## src/rtl/clock_ena_seq.sv

```systemverilog
// Clock-enable sequencer for a regional clock buffer: waits for a stable PLL/MMCM lock before enabling.
// Optional WAIT_LOCK timeout and FAULT state are built when CLOCK_ENA_TIMEOUT_EN is defined.
module clock_ena_seq #(
  parameter int SETTLE_CYCLES = 256,
  parameter int LOCK_TIMEOUT  = 65536,
  parameter int CNT_W         = 17
) (
  input  logic       clk,
  input  logic       rst,
  input  logic       req,
  input  logic       locked,
  output logic       ena,
  output logic       ready,
  output logic       lost_lock,
  output logic       fault,
  output logic [2:0] state_dbg
);

  typedef enum logic [2:0] {
    S_IDLE      = 3'd0,
    S_WAIT_LOCK = 3'd1,
    S_SETTLE    = 3'd2,
    S_RUN       = 3'd3,
    S_FAULT     = 3'd4
  } state_t;

  localparam int               CNT_MAX_I   = (SETTLE_CYCLES > LOCK_TIMEOUT) ? SETTLE_CYCLES : LOCK_TIMEOUT;
  localparam logic [CNT_W-1:0] CNT_SAT     = CNT_W'(CNT_MAX_I);
  localparam logic [CNT_W-1:0] SETTLE_LAST = CNT_W'(SETTLE_CYCLES - 1);
`ifdef CLOCK_ENA_TIMEOUT_EN
  localparam logic [CNT_W-1:0] LOCK_LAST   = CNT_W'(LOCK_TIMEOUT - 1);
`endif

  state_t           state, state_next;
  logic [CNT_W-1:0] cnt, cnt_next, cnt_inc;
  logic             sync_1, locked_s;
  logic             lost_lock_next;

  // Two-flop synchronizer for the asynchronous lock flag.
  always_ff @(posedge clk) begin
    if (rst) begin
      sync_1   <= 1'b0;
      locked_s <= 1'b0;
    end else begin
      sync_1   <= locked;
      locked_s <= sync_1;
    end
  end

  // Saturating increment; never wraps even if the width rule is violated.
  assign cnt_inc = (cnt < CNT_SAT) ? cnt + 1'b1 : cnt;

  always_comb begin
    state_next = state;
    cnt_next   = cnt;
    if (!req) begin
      state_next = S_IDLE;
      cnt_next   = '0;
    end else begin
      case (state)
        S_IDLE: begin
          state_next = S_WAIT_LOCK;
          cnt_next   = '0;
        end
        S_WAIT_LOCK: begin
          if (locked_s) begin
            state_next = S_SETTLE;
            cnt_next   = '0;
          end else begin
`ifdef CLOCK_ENA_TIMEOUT_EN
            if (cnt == LOCK_LAST) begin
              state_next = S_FAULT;
              cnt_next   = '0;
            end else begin
              cnt_next = cnt_inc;
            end
`else
            cnt_next = '0;
`endif
          end
        end
        S_SETTLE: begin
          if (!locked_s) begin
            state_next = S_WAIT_LOCK;
            cnt_next   = '0;
          end else if (cnt == SETTLE_LAST) begin
            state_next = S_RUN;
            cnt_next   = '0;
          end else begin
            cnt_next = cnt_inc;
          end
        end
        S_RUN: begin
          if (!locked_s) begin
            state_next = S_WAIT_LOCK;
            cnt_next   = '0;
          end
        end
        S_FAULT: begin
`ifndef CLOCK_ENA_TIMEOUT_EN
          state_next = S_IDLE;
          cnt_next   = '0;
`endif
        end
        default: begin
          state_next = S_IDLE;
          cnt_next   = '0;
        end
      endcase
    end
  end

  // Sticky loss flag: set only by a lock drop seen while running, cleared by withdrawing req.
  assign lost_lock_next = req & (lost_lock | ((state == S_RUN) & ~locked_s));

  always_ff @(posedge clk) begin
    if (rst) begin
      state     <= S_IDLE;
      cnt       <= '0;
      ena       <= 1'b0;
      ready     <= 1'b0;
      lost_lock <= 1'b0;
      fault     <= 1'b0;
    end else begin
      state     <= state_next;
      cnt       <= cnt_next;
      ena       <= (state_next == S_RUN);
      ready     <= (state_next == S_RUN);
      lost_lock <= lost_lock_next;
`ifdef CLOCK_ENA_TIMEOUT_EN
      fault     <= (state_next == S_FAULT);
`else
      fault     <= 1'b0;
`endif
    end
  end

  assign state_dbg = state;

endmodule

```

## config.mk

```make
export PLATFORM = sky130hd
export DESIGN_NAME = clock_ena_seq
export DESIGN_NICKNAME = d
export VERILOG_FILES = /design/src/rtl/clock_ena_seq.sv
export SDC_FILE = /design/constraint.sdc
export NUM_CORES = 1
export LEC_CHECK = 0
export CORE_AREA = 3 3 64 66
export CTS_CLUSTER_SIZE = 16
export DETAILED_ROUTE_END_ITERATION = 6
export DIE_AREA = 0 0 67 69
export SYNTH_ARGS = -nofsm -noshare
export SYNTH_HDL_FRONTEND = slang
export SYNTH_SLANG_ARGS = --single-unit
```

## constraint.sdc

```tcl
create_clock -name clk -period 3.1 [get_ports clk]
set_input_delay 0.31 -clock clk [delete_from_list [all_inputs] [get_ports clk]]
set_output_delay 0.31 -clock clk [all_outputs]
set_load 0.05 [all_outputs]
```

**Yosys cells after proc, flatten, opt, wreduce, memory -nomap -nowiden**

Index checks and enable logic that the tools add are counted.

- Logic and storage cells: 34
- Input port bits: 4
- Register bits: 24
- Output and inout port bits: 7

- Equality and inequality tests: 7
- $lt $le $gt $ge: 1
- Mux-type cells: 11
- Add/subtract/negate cells: 1
- Reduce and logical (&&, ||, !) cells: 3
- Bitwise logic cells: 5

Operators by type and width:

| operator | number |
|---|---|
| 17-bit two-way mux | 4 |
| 17-bit case mux with 2 select lines | 1 |
| 17-bit by 1-bit adder with 17-bit output, second input constant | 1 |
| 17-bit by 8-bit == test with 1-bit output, second input constant | 1 |
| 17-bit < comparator, second input constant | 1 |
| 3-bit two-way mux | 5 |
| 3-bit case mux with 4 select lines | 1 |
| 3-bit by 2-bit == test with 1-bit output, second input constant | 3 |
| 4-bit != test, second input constant | 1 |
| 3-bit by 1-bit == test with 1-bit output, second input constant | 1 |
| 3-bit zero test | 1 |
| 1-bit bitwise AND | 2 |
| 2-bit != test, second input constant | 1 |
| 1-bit NOT | 2 |
| 2-bit AND reduction | 1 |
| 2-bit OR reduction | 1 |
| 1-bit bitwise OR | 1 |

**Depth between registers and ports, before layout**

Gate-level depths: netlist of run 1.

- Depth after elaboration: 6
- Mapped depth: 7

**Worst setup path before layout of run 1**

OpenSTA, ideal clock, no wires.

- Path kind: register to register
- From: register cnt[0]
- To: register cnt[16]
- Stages on the path, launching flop included: 7
- Slack: 0.975 ns
- Arrival time: 2.043 ns
- Required time: 3.018 ns
- Buffers on the path: 0
- Cell sequence: dfxtp_1 -> ha_1 -> nand3_2 -> or2_1 -> or4_4 -> or4_4 -> a211oi_2

- Longest elaborated chain between the ends: 5
- Elaborated cells between the ends (all ways): 9

RTL lines:

| element | line | source |
|---|---|---|
| start: declaration | 35 | `logic [CNT_W-1:0] cnt, cnt_next, cnt_inc;` |
| start signal: assignment | 126 | `cnt <= cnt_next;` |
| 17-bit by 1-bit adder with 17-bit output | 51 | `assign cnt_inc = (cnt < CNT_SAT) ? cnt + 1'b1 : cnt;` |
| 17-bit two-way mux | 51 |  |
| 17-bit two-way mux | 86 | `end else if (cnt == SETTLE_LAST) begin` |
| 17-bit two-way mux | 83 | `if (!locked_s) begin` |
| 17-bit case mux with 2 select lines | 60 | `case (state)` |

Several ways; a longest one is shown, not always the timed one. The select of a mux whose other input is x is not followed.
A chain may end at the register's enable or synchronous reset.

**Worst setup path after layout of run 1**

Ends and elaborated chain as after synthesis.

==> flow_summary.json, run 1 <==
{
  "h-tree-depth": 1,
  "finalPower_mw": 0.519,
  "vias_per_cell": 5.50,
  "yosysWarningCount": 0,
  "power.leakage_nw": 0.394,
  "finalSetupTns_ns": 0,
  "hold_path.class": "flop to flop",
  "diodes": 0,
  "setup_slack_ns": 0.797,
  "fmax_mhz": 434,
  "grt_max_degree": 17,
  "drive_gt1_share_pct": 10.6,
  "power_frac_clock_pct": 34.9,
  "top_usage_layer": "met2",
  "clock_skew_ns": 0.000800,
  "initial_core_util_pct": 34.1,
  "crit_path_cell_trace": "ha_1 > nand3_2 > or2_1 > or4_4 > or4_4 > a211oi_2",
  "wire_per_inst_um": 13.7,
  "ff_latch_area_sq_um": 480,
  "ctsResizeCount": 0,
  "slowest_stage": "or4_4",
  "cts_hold_buf": 0,
  "yosysTopAreaCellShare_pct": 38.8,
  "first_pass_iters": 4,
  "mappedNetlistArea_sq_mm": 0.00124,
  "fp.dieH_um": 69,
  "route.detailed.drc": 0,
  "cts_buffers": 3,
  "synth_common_cells": "dfxtp_1, nand2_1, a21oi_1",
  "worstMarginPinSlew_ns": 0.707,
  "synth_edf_count": 0,
  "ys_async_sr_fraction_pct": 0,
  "cts.sinks": 24,
  "p_int_mw": 0.406,
  "synthCells": 152,
  "die_w_um": 67,
  "post-place-ws_ns": 0.834,
  "slew_headroom_pct": 52.6,
  "p_sw_share_pct": 21.8,
  "instances_no_fill": 208,
  "worstSetupEndpointType": "flop",
  "dp_hpwl_um": 2100,
  "crit_path_frequent_cell": "or4_4",
  "portBuffers": 9,
  "fin_nets": 167,
  "status": "finished, final reports clean",
  "postSynthAreaPerCell_sq_um": 8.14,
  "antenna_found_initial": 0,
  "multi_input_area_sq_um": 709,
  "netlist-cell-type-count": 44,
  "clkLatencyLatePin_ns": 0.26,
  "postCtsSetupRepairBufs": 0,
  "max-vdd-ir-drop_v": 0.000145,
  "setup_viol": 0,
  "grt_use_met2_pct": 20.6,
  "switchingPower_mw": 0.113,
  "yosysMostFrequentCell": "dfxtp_1",
  "io_pins": 11,
  "fillerInstances": 379,
  "synthTopCellsByArea": "dfxtp_1, nand2_1, a21oi_1",
  "met1_usage_pct": 18.2,
  "ys_ff_latch": 24,
  "crit_type": "flop to flop",
  "fin_crit_sh_pct": 74.3,
  "crit_path_max_fanout": 6,
  "place_inst": 205,
  "finalCriticalPeriod_ns": 2.30,
  "ant_nets": 0,
  "arrival_ns": 2.49,
  "synthFlopType": "dfxtp_1",
  "dieArea_sq_mm": 0.00462,
  "grtUsageMet3_pct": 0.977,
  "worstSetupStartpointType": "flop",
  "gr-usage-all-layers_pct": 13.3,
  "drv_slew": 0,
  "combPwrFrac_pct": 4.5,
  "slowest_delay_ns": 0.56,
  "vias": 1144,
  "area_delta_synth_final_pct": 13.8,
  "grt_pass1_wl_um": 4930,
  "gr-total-overflow": 0,
  "finalWirelength_um": 2860,
  "grt_pass1_vias": 1105,
  "clk_pin_slew_ns": 0.08,
  "root_buffer": "clkbuf_8",
  "drtIter0Drc": 133,
  "rows": 22,
  "finalHoldViolations": 0,
  "power_frac_seq_pct": 60.6,
  "cts_tree": "built",
  "power.density_mw_per_mm2": 369,
  "core-area_sq_mm": 0.00363,
  "clockBufferDepth": 2,
  "drv_cap": 0,
  "yosysTopAreaCell": "dfxtp_1",
  "critical_path_required_ns": 3.28,
  "rsz0062_at_grt": "no",
  "routabilityCongestion": 0.924,
  "yosysSeqAreaShare_pct": 38.8
}
-- flip-flops by register name, indices dropped and copies added (netlist names) --
register / cells
lost_lock: 1
locked_s: 1
cnt: 17
ready: 1
state_dbg: 3
sync_1: 1
-- through the flow --
step | hold slack (ns) | utilization [%] | area, sq um
3_5_place_dp | 0.453 | 37.6 | 1370
2_1_floorplan | 0.382 | - | 1240
5_1_grt | 0.473 | 38.7 | 1410
4_1_cts | 0.464 | 38.7 | 1410
3_3_place_gp | 0.421 | 37.6 | 1370
6_report | 0.460 | 38.7 | 1410
-- worst max-delay path: cells and delay by family, from the launching register on --
family                   cells  cell delay, ns
flip-flops                   1            0.39
AO/OA/AOI/OAI                1            0.23
adder cells (fa/ha/maj)      1            0.23
AND/OR/NAND/NOR              4            1.39
-- layout by cell type (no fill, tap or decap), types with 5 or more instances in the layout --
cell type / n
clkdlybuf4s50_1: 9
o21ai_0: 8
dfxtp_1: 24
nor2_1: 8
nor4_1: 7
a21oi_1: 12
or3_1: 5
nand2_1: 19
nand3_1: 8
-- cells by family after synthesis --
logic type	after synthesis	share of synthesized area [%]
AO/OA/AOI/OAI	33	16.6
adder cells (fa/ha/maj)	1	1.01
buffers and inverters	10	4.14
flip-flops	24	38.8
other	1	0.303
AND/OR/NAND/NOR	83	39.1
-- power by group through the flow --
stage	Sequential, mW	Clock [mW]	Combinational [mW]
4_1_cts	0.314	0.184	0.0237
3_3_place_gp	0.322	0	0.0235
6_report	0.315	0.181	0.0234
2_1_floorplan	0.324	0	0.0120
5_1_grt	0.315	0.199	0.0251
3_5_place_dp	0.322	0	0.0237
-- area by class of cell --
type | instances | share of cell area, %
multi-input combinational | 119 | 50.4
sequential | 24 | 34.1
timing repair buffer | 11 | 7.47
tap | 48 | 4.27
clock buffer | 3 | 2.93
inverter | 3 | 0.800
-- routing by layer --
layer,wire (um),up-vias
met5,0,-
met1,1320,526
met4,53,0
met2,1380,32
met3,105,6
li1,-,580
-- worst paths after layout --
kind	start	end	slack, ns	cells after the start
min reg2reg	sync_1	locked_s	0.46	1
max	cnt[0]	cnt[16]	0.80	6
min	sync_1	locked_s	0.46	1
max reg2reg	cnt[0]	cnt[16]	0.80	6
Power figures use the tool's default switching activity.
==> run 2, diff against run 1 <==
Clock period 3.1 ns to 1.9 ns, I/O delays scaled along.
==> flow_summary.json, run 2 (synthesized netlist as in run 1, its figures left out) <==
{
  "rsz0062_at_grt": "yes",
  "diodes": 0,
  "cts_buffers": 3,
  "final_cell_mix": "buf_4, dfxtp_1, nand2_1",
  "gr-total-overflow": 0,
  "placed_area_sq_mm": 0.00156,
  "root_buffer": "clkbuf_8",
  "drtIter0Drc": 156,
  "setup_slack_ns": -0.0291,
  "ant_nets": 0,
  "finalHoldViolations": 0,
  "worstSetupEndpointType": "flop",
  "arrival_ns": 2.12,
  "largest-register": "cnt",
  "wire_per_inst_um": 14.5,
  "instances_no_fill": 231,
  "power.leakage_nw": 0.531,
  "gr-usage-all-layers_pct": 15.3,
  "fp.dieH_um": 69,
  "drv_slew": 0,
  "finalWirelength_um": 3350,
  "cts.sinks": 24,
  "drive_gt1_share_pct": 28.4,
  "setup_viol": 1,
  "clockBufferDepth": 2,
  "finalSetupTns_ns": -0.0291,
  "portBuffers": 9,
  "cts_tree": "built",
  "r2r_slack_ns": -0.03,
  "fin_nets": 189,
  "first_pass_iters": 4,
  "largest_register_ffs": 17,
  "clk_pin_slew_ns": 0.09,
  "rows": 22,
  "fin_crit_sh_pct": 102,
  "clkLatencyLatePin_ns": 0.27,
  "postCtsSetupRepairBufs": 0,
  "place_inst": 227,
  "hold_ws_ns": 0.443,
  "io_pins": 11,
  "finalPower_mw": 1.01,
  "worstSetupStartpointType": "flop",
  "max-vdd-ir-drop_v": 0.000261,
  "dp_hpwl_um": 2480,
  "finalCriticalPeriod_ns": 1.93,
  "mostFrequentLayoutCell": "buf_4",
  "initial_core_util_pct": 34.1,
  "cts_hold_buf": 0,
  "violations": "setup timing",
  "slew_headroom_pct": 64.8,
  "hold_path.class": "flop to flop",
  "dieArea_sq_mm": 0.00462,
  "critical_path_required_ns": 2.10,
  "fin_area_sq_mm": 0.00166,
  "vias": 1257,
  "drv_cap": 0,
  "status": "finished, violations left",
  "core-area_sq_mm": 0.00363,
  "h-tree-depth": 1,
  "crit_path_max_fanout": 3,
  "area_delta_synth_final_pct": 34.0,
  "worstMarginPinSlew_ns": 0.527,
  "crit_type": "flop to flop",
  "die_w_um": 67,
  "grt_max_degree": 15,
  "fmax_mhz": 518,
  "route.detailed.drc": 0,
  "power.density_mw_per_mm2": 608,
  "antenna_found_initial": 0,
  "routabilityCongestion": 0.924,
  "grt_pass1_vias": 1203,
  "grt_pass1_wl_um": 5670,
  "vias_per_cell": 5.44,
  "clock_skew_ns": 0.00590
}
==> run 2: changes by cell type in the layout (fill, tap and decap cells not counted), moves of 2 or more <==
cell,before,now
dfxtp_2,0,4
buf_4,2,25
nor4_2,0,2
dfxtp_1,24,20
nor4_1,7,5
==> run 2: layout make-up <==
cell class,count,area (sq um)
tap,48,60.1
multi-input combinational,119,762
inverter,3,11.3
clock buffer,3,41.3
sequential,24,485
fill,376,1980
timing repair buffer,33,268
clock inverter,1,30.0
==> run 2: worst max-delay path: stages (launching register included) <==
cell and delay (ns):
dfxtp_2 0.36, ha_4 0.15, nand3_4 0.07, or2_1 0.23
or4_4 0.44, or4_4 0.43, a211oi_2 0.18
==> run 2: path summary, 6_finish.rpt <==
kind	from	end	cells after the start
max	cnt[1]	cnt[16]	6
min	sync_1	locked_s	1
max reg2reg	cnt[1]	cnt[16]	6
min reg2reg	sync_1	locked_s	1
==> run 2: per-stage QoR <==
stage | utilization (%) | setup WS, ns
final | 45.6 | -0.0291
after global routing | 45.6 | -0.0957
after CTS | 45.0 | -0.0331
after detailed placement | 43.0 | -0.0604
after global placement | 43.0 | -0.0310
after floorplan | - | -0.0468
==> run 2: where the power goes <==
group	internal [mW]	total, mW	switching, mW
Sequential	0.506	0.511	0.00484
Clock	0.282	0.454	0.172
Combinational	0.0158	0.0425	0.0267
==> run 2: metal layers <==
layer / GRT usage [%] / vias to the layer above / part of all wire [%]
met5: 0 / - / 0
met2: 24.9 / 31 / 51
met3: 1.47 / 5 / 3.6
met1: 20.4 / 597 / 44
li1: - / 624 / -
met4: 6.08 / 0 / 1.7
==> run 2: timing repair <==
item / CTS / global route
resized for setup: 0 / 5
setup endpoints to repair: 1 / 3
pin swaps: 2 / 0
hold endpoints to repair: 0 / 0
